`config.mk`:
```
export PLATFORM = sky130hd
export DESIGN_NAME = beta_irqctl
export DESIGN_NICKNAME = d
export VERILOG_FILES = /design/src/rtl/beta_irqctl.sv
export SDC_FILE = /design/constraint.sdc
export NUM_CORES = 1
export LEC_CHECK = 0
export CAP_MARGIN = 20
export CELL_PAD_IN_SITES_DETAIL_PLACEMENT = 0
export CELL_PAD_IN_SITES_GLOBAL_PLACEMENT = 2
export CORE_UTILIZATION = 27
export CTS_CLUSTER_DIAMETER = 60
export DETAILED_ROUTE_END_ITERATION = 6
export GPL_ROUTABILITY_DRIVEN = 0
export PLACE_DENSITY_LB_ADDON = 0.12
export SLEW_MARGIN = 20
export SYNTH_ARGS = -nofsm -noshare
export SYNTH_HDL_FRONTEND = slang
export SYNTH_SLANG_ARGS = --single-unit
```
`constraint.sdc`:
```
create_clock -name clk -period 2.6 [get_ports clk]
set_clock_uncertainty 0.15 [all_clocks]
set_input_delay 0.39 -clock clk [delete_from_list [all_inputs] [get_ports clk]]
set_output_delay 0.39 -clock clk [all_outputs]
set_load 0.03 [all_outputs]
```
`src/rtl/beta_irqctl.sv`:
```
// Prioritised interrupt controller: synchronised edge/level channels, a mask, and a
// request/ack/eoi handshake to the core. The lowest-indexed eligible channel wins.
module beta_irqctl #(
  parameter int          NIRQ       = 8,
  parameter int          WIDTH      = 32,
  parameter logic [31:0] VEC_BASE   = 32'h8000_0008,
  parameter int          VEC_STRIDE = 4
) (
  input  logic             clk,
  input  logic             reset,
  input  logic [NIRQ-1:0]  irq_in,
  input  logic             supervisor,
  input  logic             cfg_we,
  input  logic [1:0]       cfg_addr,
  input  logic [WIDTH-1:0] cfg_wdata,
  output logic [WIDTH-1:0] cfg_rdata,
  input  logic             irq_ack,
  input  logic             eoi,
  output logic             irq_req,
  output logic [WIDTH-1:0] irq_vec,
  output logic [4:0]       irq_id
);

  localparam logic [WIDTH-1:0] VBASE_W   = WIDTH'(VEC_BASE);
  localparam logic [WIDTH-1:0] VSTRIDE_W = WIDTH'(VEC_STRIDE);

  typedef enum logic [1:0] {S_IDLE, S_REQ, S_SERVICE} state_t;

  state_t          state_q;
  logic            irq_req_q;
  logic [4:0]      irq_id_q;
  logic [NIRQ-1:0] sync1_q, sync2_q, prev_q;
  logic [NIRQ-1:0] mask_q, mode_q, pend_q, pend_d;
  logic [NIRQ-1:0] rise, clr, id_onehot;
  logic [31:0]     elig32;
  logic            win_vld, cur_elig, ack_take;
  logic [4:0]      win_idx;
  logic            unused_wdata;

  assign unused_wdata = ^cfg_wdata;

  always_comb begin
    elig32  = 32'(pend_q & mask_q);
    win_vld = 1'b0;
    win_idx = 5'd0;
    for (int i = NIRQ - 1; i >= 0; i--) begin
      if (elig32[i]) begin
        win_vld = 1'b1;
        win_idx = 5'(i);
      end
    end
  end

  assign cur_elig  = elig32[irq_id_q];
  assign ack_take  = (state_q == S_REQ) && irq_ack;
  assign id_onehot = NIRQ'(32'd1 << irq_id_q);
  assign rise      = sync2_q & ~prev_q;

  // Edge bits hold until cleared (a same-cycle rise wins); level bits track the line.
  always_comb begin
    clr = '0;
    if (cfg_we && cfg_addr == 2'd1) clr = cfg_wdata[NIRQ-1:0];
    if (ack_take) clr = clr | id_onehot;
    pend_d = (mode_q & (rise | (pend_q & ~clr))) | (~mode_q & sync2_q);
  end

  always_ff @(posedge clk or posedge reset) begin
    if (reset) begin
      sync1_q <= '0;
      sync2_q <= '0;
      prev_q  <= '0;
      pend_q  <= '0;
      mask_q  <= '0;
      mode_q  <= '0;
    end else begin
      sync1_q <= irq_in;
      sync2_q <= sync1_q;
      prev_q  <= sync2_q;
      pend_q  <= pend_d;
      if (cfg_we && cfg_addr == 2'd0) mask_q <= cfg_wdata[NIRQ-1:0];
      if (cfg_we && cfg_addr == 2'd2) mode_q <= cfg_wdata[NIRQ-1:0];
    end
  end

  always_ff @(posedge clk or posedge reset) begin
    if (reset) begin
      state_q   <= S_IDLE;
      irq_req_q <= 1'b0;
      irq_id_q  <= 5'd0;
    end else begin
      case (state_q)
        S_IDLE: begin
          if (win_vld && !supervisor) begin
            state_q   <= S_REQ;
            irq_req_q <= 1'b1;
            irq_id_q  <= win_idx;
          end
        end
        S_REQ: begin
          // Ack takes priority over the latched channel dropping out in the same cycle.
          if (irq_ack) begin
            state_q   <= S_SERVICE;
            irq_req_q <= 1'b0;
          end else if (!cur_elig) begin
            state_q   <= S_IDLE;
            irq_req_q <= 1'b0;
          end
        end
        S_SERVICE: begin
          if (eoi) state_q <= S_IDLE;
        end
        default: begin
          state_q   <= S_IDLE;
          irq_req_q <= 1'b0;
        end
      endcase
    end
  end

  always_comb begin
    cfg_rdata = '0;
    case (cfg_addr)
      2'd0: cfg_rdata[NIRQ-1:0] = mask_q;
      2'd1: cfg_rdata[NIRQ-1:0] = pend_q;
      2'd2: cfg_rdata[NIRQ-1:0] = mode_q;
      default: begin
        cfg_rdata[WIDTH-1] = (state_q != S_IDLE);
        cfg_rdata[4:0]     = irq_id_q;
      end
    endcase
  end

  assign irq_req = irq_req_q;
  assign irq_id  = irq_id_q;
  assign irq_vec = VBASE_W + WIDTH'(irq_id_q) * VSTRIDE_W;

endmodule

```
=== After elaboration in Yosys (flattened, before gate mapping) ===
Index checks and enable logic that the tools add are counted.

* Latch bits: 0
* Memory bits (writable): 0
* Memories kept: 0
* Memory bits (read-only): 0
* Output and inout port bits: 70
* Word-level logic and storage cells: 76
* Bits in registers: 56

* Muxes and demuxes: 32
* Divide/modulo/power cells: 0
* Order comparisons: 1
* Shift-type cells: 1
* Add/subtract/negate cells: 1
* Bitwise logic cells: 12
* $mul: 0
* Equal/unequal tests: 7
* Reduce and logical (&&, ||, !) cells: 13

{| class="wikitable"
|+ Operators by type and width
! operator !! number
|-
| bitwise AND 8 bit || 5
|-
| 2-to-1 mux 5 bit || 7
|-
| adder 32 x 7 -> 32 bit, first input constant || 1
|-
| inverter 8 bit || 3
|-
| OR 8 bit || 3
|-
| 2-to-1 mux 8 bit || 2
|-
| one-hot mux 5 bit (3 select lines) || 1
|-
| 2-to-1 mux 1 bit || 13
|-
| one-hot mux 3 bit (3 select lines) || 1
|-
| 2-to-1 mux 2 bit || 4
|-
| left shift 1 x 5 -> 8 bit, first input constant || 1
|-
| < comparator 5 x 6 -> 1 bit, second input constant || 1
|-
| one-hot mux 2 bit (3 select lines) || 1
|-
| AND reduction 3 bit || 2
|-
| binary-select mux 1 bit (select 5 bit) || 1
|-
| logical AND 1 bit || 5
|-
| == test 2 x 1 -> 1 bit, second input constant || 2
|-
| == test 2 bit, second input constant || 2
|-
| logical NOT 2 bit || 2
|-
| inequality test 2 bit, second input constant || 2
|-
| 2-to-1 mux 3 bit || 1
|-
| inequality test 3 bit, second input constant || 1
|-
| one-hot mux 1 bit (3 select lines) || 1
|-
| OR reduction 3 bit || 1
|-
| other kinds (4) || 4
|}

=== Logic depth before layout (Yosys ltp) ===
Gate-level depths: netlist (run 1).

* Depth after elaboration: 12
* Depth in mapped cells: 4
* Mapped depth without buffers: 4

=== Worst setup path after synthesis (run 1) ===
OpenSTA, ideal clock, no wires.

* Kind: input to output
* From: input port cfg_addr[0]
* To: output port cfg_rdata[3]
* Setup slack: 650 ps
* Buffers on the path: 1
* Stages: 3
* Arrival: 1410 ps
* Path through: buf_2 -> mux2i_1 -> o21ai_0

* Longest elaborated chain between the ends: 2
* Elaborated cells on any way between the ends: 4
* Classes of those cells: eq/ne: 2; mux: 1; reduce/logical: 1

{| class="wikitable"
|+ Ends and longest elaborated chain
! element !! line !! source
|-
| from (decl) || 14 || <nowiki>input logic [1:0] cfg_addr,</nowiki>
|-
| == test 2 bit, or another cell as far along || 122 || <nowiki>case (cfg_addr)</nowiki>
|-
| one-hot mux 5 bit (3 select lines) * || 122 ||
|-
| to (decl) || 16 || <nowiki>output logic [WIDTH-1:0] cfg_rdata,</nowiki>
|}

Mark *: on every way between the ends. The rest lies on a longest branch, timed or not.

=== Worst setup path after layout (run 1) ===
* From: input port cfg_addr[0]
* To: output port cfg_rdata[1]

The elaborated chain is that of the path after synthesis.

==> metrics, run 1 <==
Clock Power Share=20.3%; fraction of the cycle the final worst path needs=95.2%; Least-Margin Pin Slew=0.595 ns; Bufs on Longest Clock Path=2; Comb pwr share=38.4%; CTS tree=done; mapped cell area=2690 sq um; Critical Path Max Stage Delay=0.53 ns; highest clock rate=0.404 GHz; Num Clock Sinks=54; CP Capture Type=primary output; Die X=102 microns; CP cell instances=clkdlybuf4s50_1, buf_12, mux4_1, dlygate4sd2_1; unrepaired setup endpoints after global routing=no; vias in the first global route=1,687; ANT cells=0; relative slew slack=60.0%; Via density=4.13; register area share after synthesis=50.2%; starting density of the core=27.7%; synth unique cells=36; critical path launch point=cfg_addr[0]; core area=9730 sq um; post-route ant nets=0; Critical Path RT=2.06 ns; max-slew violation count=0; Post-Syn Instances=236; Die ar.=10,400 sq um; setup TNS=0 ns; Arrival @ worst endpoint=1.94 ns; chip height=102 microns; Yosys warnings=0; Setup Buffers After CTS=0; Lkg Pwr=1.52 nW; H-tree Lvls=2; Worst VDD drop=0.355 mV; Core Rows=36; P&R area growth vs syn=21.9%; RR Endpoint=irq_req; Crit path buffers/inverters=3; critical path's slowest cell=mux4_1; most frequent cells in the layout=54 x dfrtp_1, 53 x conb_1, 38 x nand2_1; DR iter-0 viols=40; pre-CTS WS=-0.127 ns; Synth Area per Inst=11.4 sq um; Final HPWL DP=4310 microns; First-pass DRT Iterations=4; most common cell after layout, fill and taps aside=dfrtp_1; GRT overflow=0; via count=1,754; startpoint types=primary input; delay-heaviest family, CP=buffers and inverters; Power per Cell Area=841 nW/um^2; R2R depth=4; CP Capture Point=cfg_rdata[1]; Reg power frac=41.3%; DRC=0; final worst slack=0.125 ns; RR Startpoint=irq_id[1]; Max-cap violations=0; share of cells above drive strength 1=18.2%; Synth top area share=50.2%; switching power=0.00106 W; final setup vio count=0; nets=340; Yosys top cell by area=dfrtp_1; GRT Total Usage=12.2%; Final min period=2.48 ns; Crit Path Class=primary input to primary output; crit path max fanout=7; outcome=finished, final reports clean; switching share of total power=38.3%; clk_lat worst skew=0.31 ns; # IOs=118; Crit path depth=4; synth top area cells=dfrtp_1 50%, buf_4 15%, mux2_2 6.7%, nand2_1 5.3%, mux4_2 2.5%; Hold/Removal Path Class=register to register; root buffer cell=clkbuf_8; initial antenna violation count=0; Post-Route WL=5930 microns; Post-CTS Hold Fix Bufs=0; Yosys reg bits=54; routed len/inst=14.0 microns; Final Hold Fails=0; CTS Buf Count=5; IO Port Bufs=40; Reg clk slew, reported paths=0.10 ns; PostCTS Resize Cnt=3; largest net degree at the start of global routing=55; P_int=0.00170 W; Reg2Reg Setup Slack=0.75 ns; first-pass GRT wire length=9320 microns
[worst min path at each step]
stage / start / slack, ns / cells after the start / endpoint
floorplan: sync1_q[0] / 0.18 / 0 / sync2_q[0]
global placement: sync1_q[2] / 0.18 / 0 / sync2_q[2]
detailed placement: sync1_q[0] / 0.19 / 0 / sync2_q[0]
CTS: sync1_q[2] / 0.21 / 0 / sync2_q[2]
global route: sync1_q[6] / 0.22 / 0 / sync2_q[6]
finish: sync1_q[2] / 0.20 / 0 / sync2_q[2]
[state kept, by name, summed over array words and instances, names as in the netlist]
register	cells
pend_q	8
prev_q	8
state_q	2
mask_q	8
mode_q	8
irq_id	3
sync2_q	8
sync1_q	8
irq_req	1
[layout make-up]
cell class                 count  area [sq um]
tap                          133           166
sequential                    54          1350
clock buffer                   5          68.8
multi-input combinational    173          1090
fill                        1012          6450
inverter                       3          11.3
clock inverter                 3          40.0
timing repair buffer          54           549
[per-layer routing]
layer	up-vias	GRT usage [%]	part of all wire, %
met5	-	0	0
met4	0	3.30	1.1
met3	7	2.46	4.5
met2	55	19.3	45
met1	874	17.1	49
li1	818	-	-
[synthesized netlist by cell type]
cell type / n
a221oi_1: 6
a21oi_1: 4
nand3b_1: 1
buf_6: 1
a21boi_0: 1
o21a_1: 1
mux2i_1: 5
nand2_1: 38
a21o_1: 6
o21ai_0: 8
nor3_1: 1
a21oi_2: 1
o211a_1: 1
mux2_2: 16
o31ai_1: 1
and2b_2: 1
ha_1: 1
a32o_1: 1
nand3_1: 3
mux4_1: 2
and2b_1: 1
inv_1: 2
o22a_1: 1
nor2_1: 6
inv_2: 1
mux4_2: 3
nor2b_1: 1
nor3b_1: 1
a222oi_1: 1
dfrtp_1: 54
buf_4: 54
buf_2: 2
conb_1: 2
nor3b_2: 1
o41ai_2: 1
a22o_1: 6
[stage by stage]
| step | instances | area, sq um | total power, W | hold WS [ns] | utilization, % |
|---|---|---|---|---|---|
| after floorplan | 287 | 2880 | 0.00190 | 0.181 | - |
| after global placement | 417 | 3180 | 0.00223 | 0.183 | 32.6 |
| after detailed placement | 417 | 3180 | 0.00224 | 0.186 | 32.6 |
| after CTS | 425 | 3280 | 0.00280 | 0.209 | 33.7 |
| after global routing | 425 | 3280 | 0.00294 | 0.216 | 33.7 |
| final | 425 | 3280 | 0.00276 | 0.205 | 33.7 |
[power groups by stage]
stage          clock network (W)  logic, W  registers, W
4_1_cts                 0.000586   0.00107       0.00114
3_3_place_gp                   0   0.00107       0.00116
3_5_place_dp                   0   0.00108       0.00116
5_1_grt                 0.000622   0.00115       0.00117
6_report                0.000561   0.00106       0.00114
2_1_floorplan                  0  0.000733       0.00116
[logic make-up after synthesis]
family	count (synthesis)	synth area share, %
other cells	2	0.279
simple gates	54	8.74
buf+inv	60	16.3
fa+ha+maj	1	0.465
flops	54	50.2
compound gates	39	11.0
mux	26	13.0
(Power assumes the default switching activity.)
==> run 2, diff against run 1 <==
--- a/config.mk
+++ b/config.mk
@@ -5,11 +5,12 @@
 export SDC_FILE = /design/constraint.sdc
 export NUM_CORES = 1
 export LEC_CHECK = 0
+export ABC_CLOCK_PERIOD_IN_PS = 2600
 export CAP_MARGIN = 20
 export CELL_PAD_IN_SITES_DETAIL_PLACEMENT = 0
 export CELL_PAD_IN_SITES_GLOBAL_PLACEMENT = 2
 export CORE_UTILIZATION = 27
-export CTS_CLUSTER_DIAMETER = 60
+export CTS_CLUSTER_DIAMETER = 120
 export DETAILED_ROUTE_END_ITERATION = 6
 export GPL_ROUTABILITY_DRIVEN = 0
 export PLACE_DENSITY_LB_ADDON = 0.12
==> results of run 2 <==
No change in the layout: final DEF, timing and power equal those of run 1.
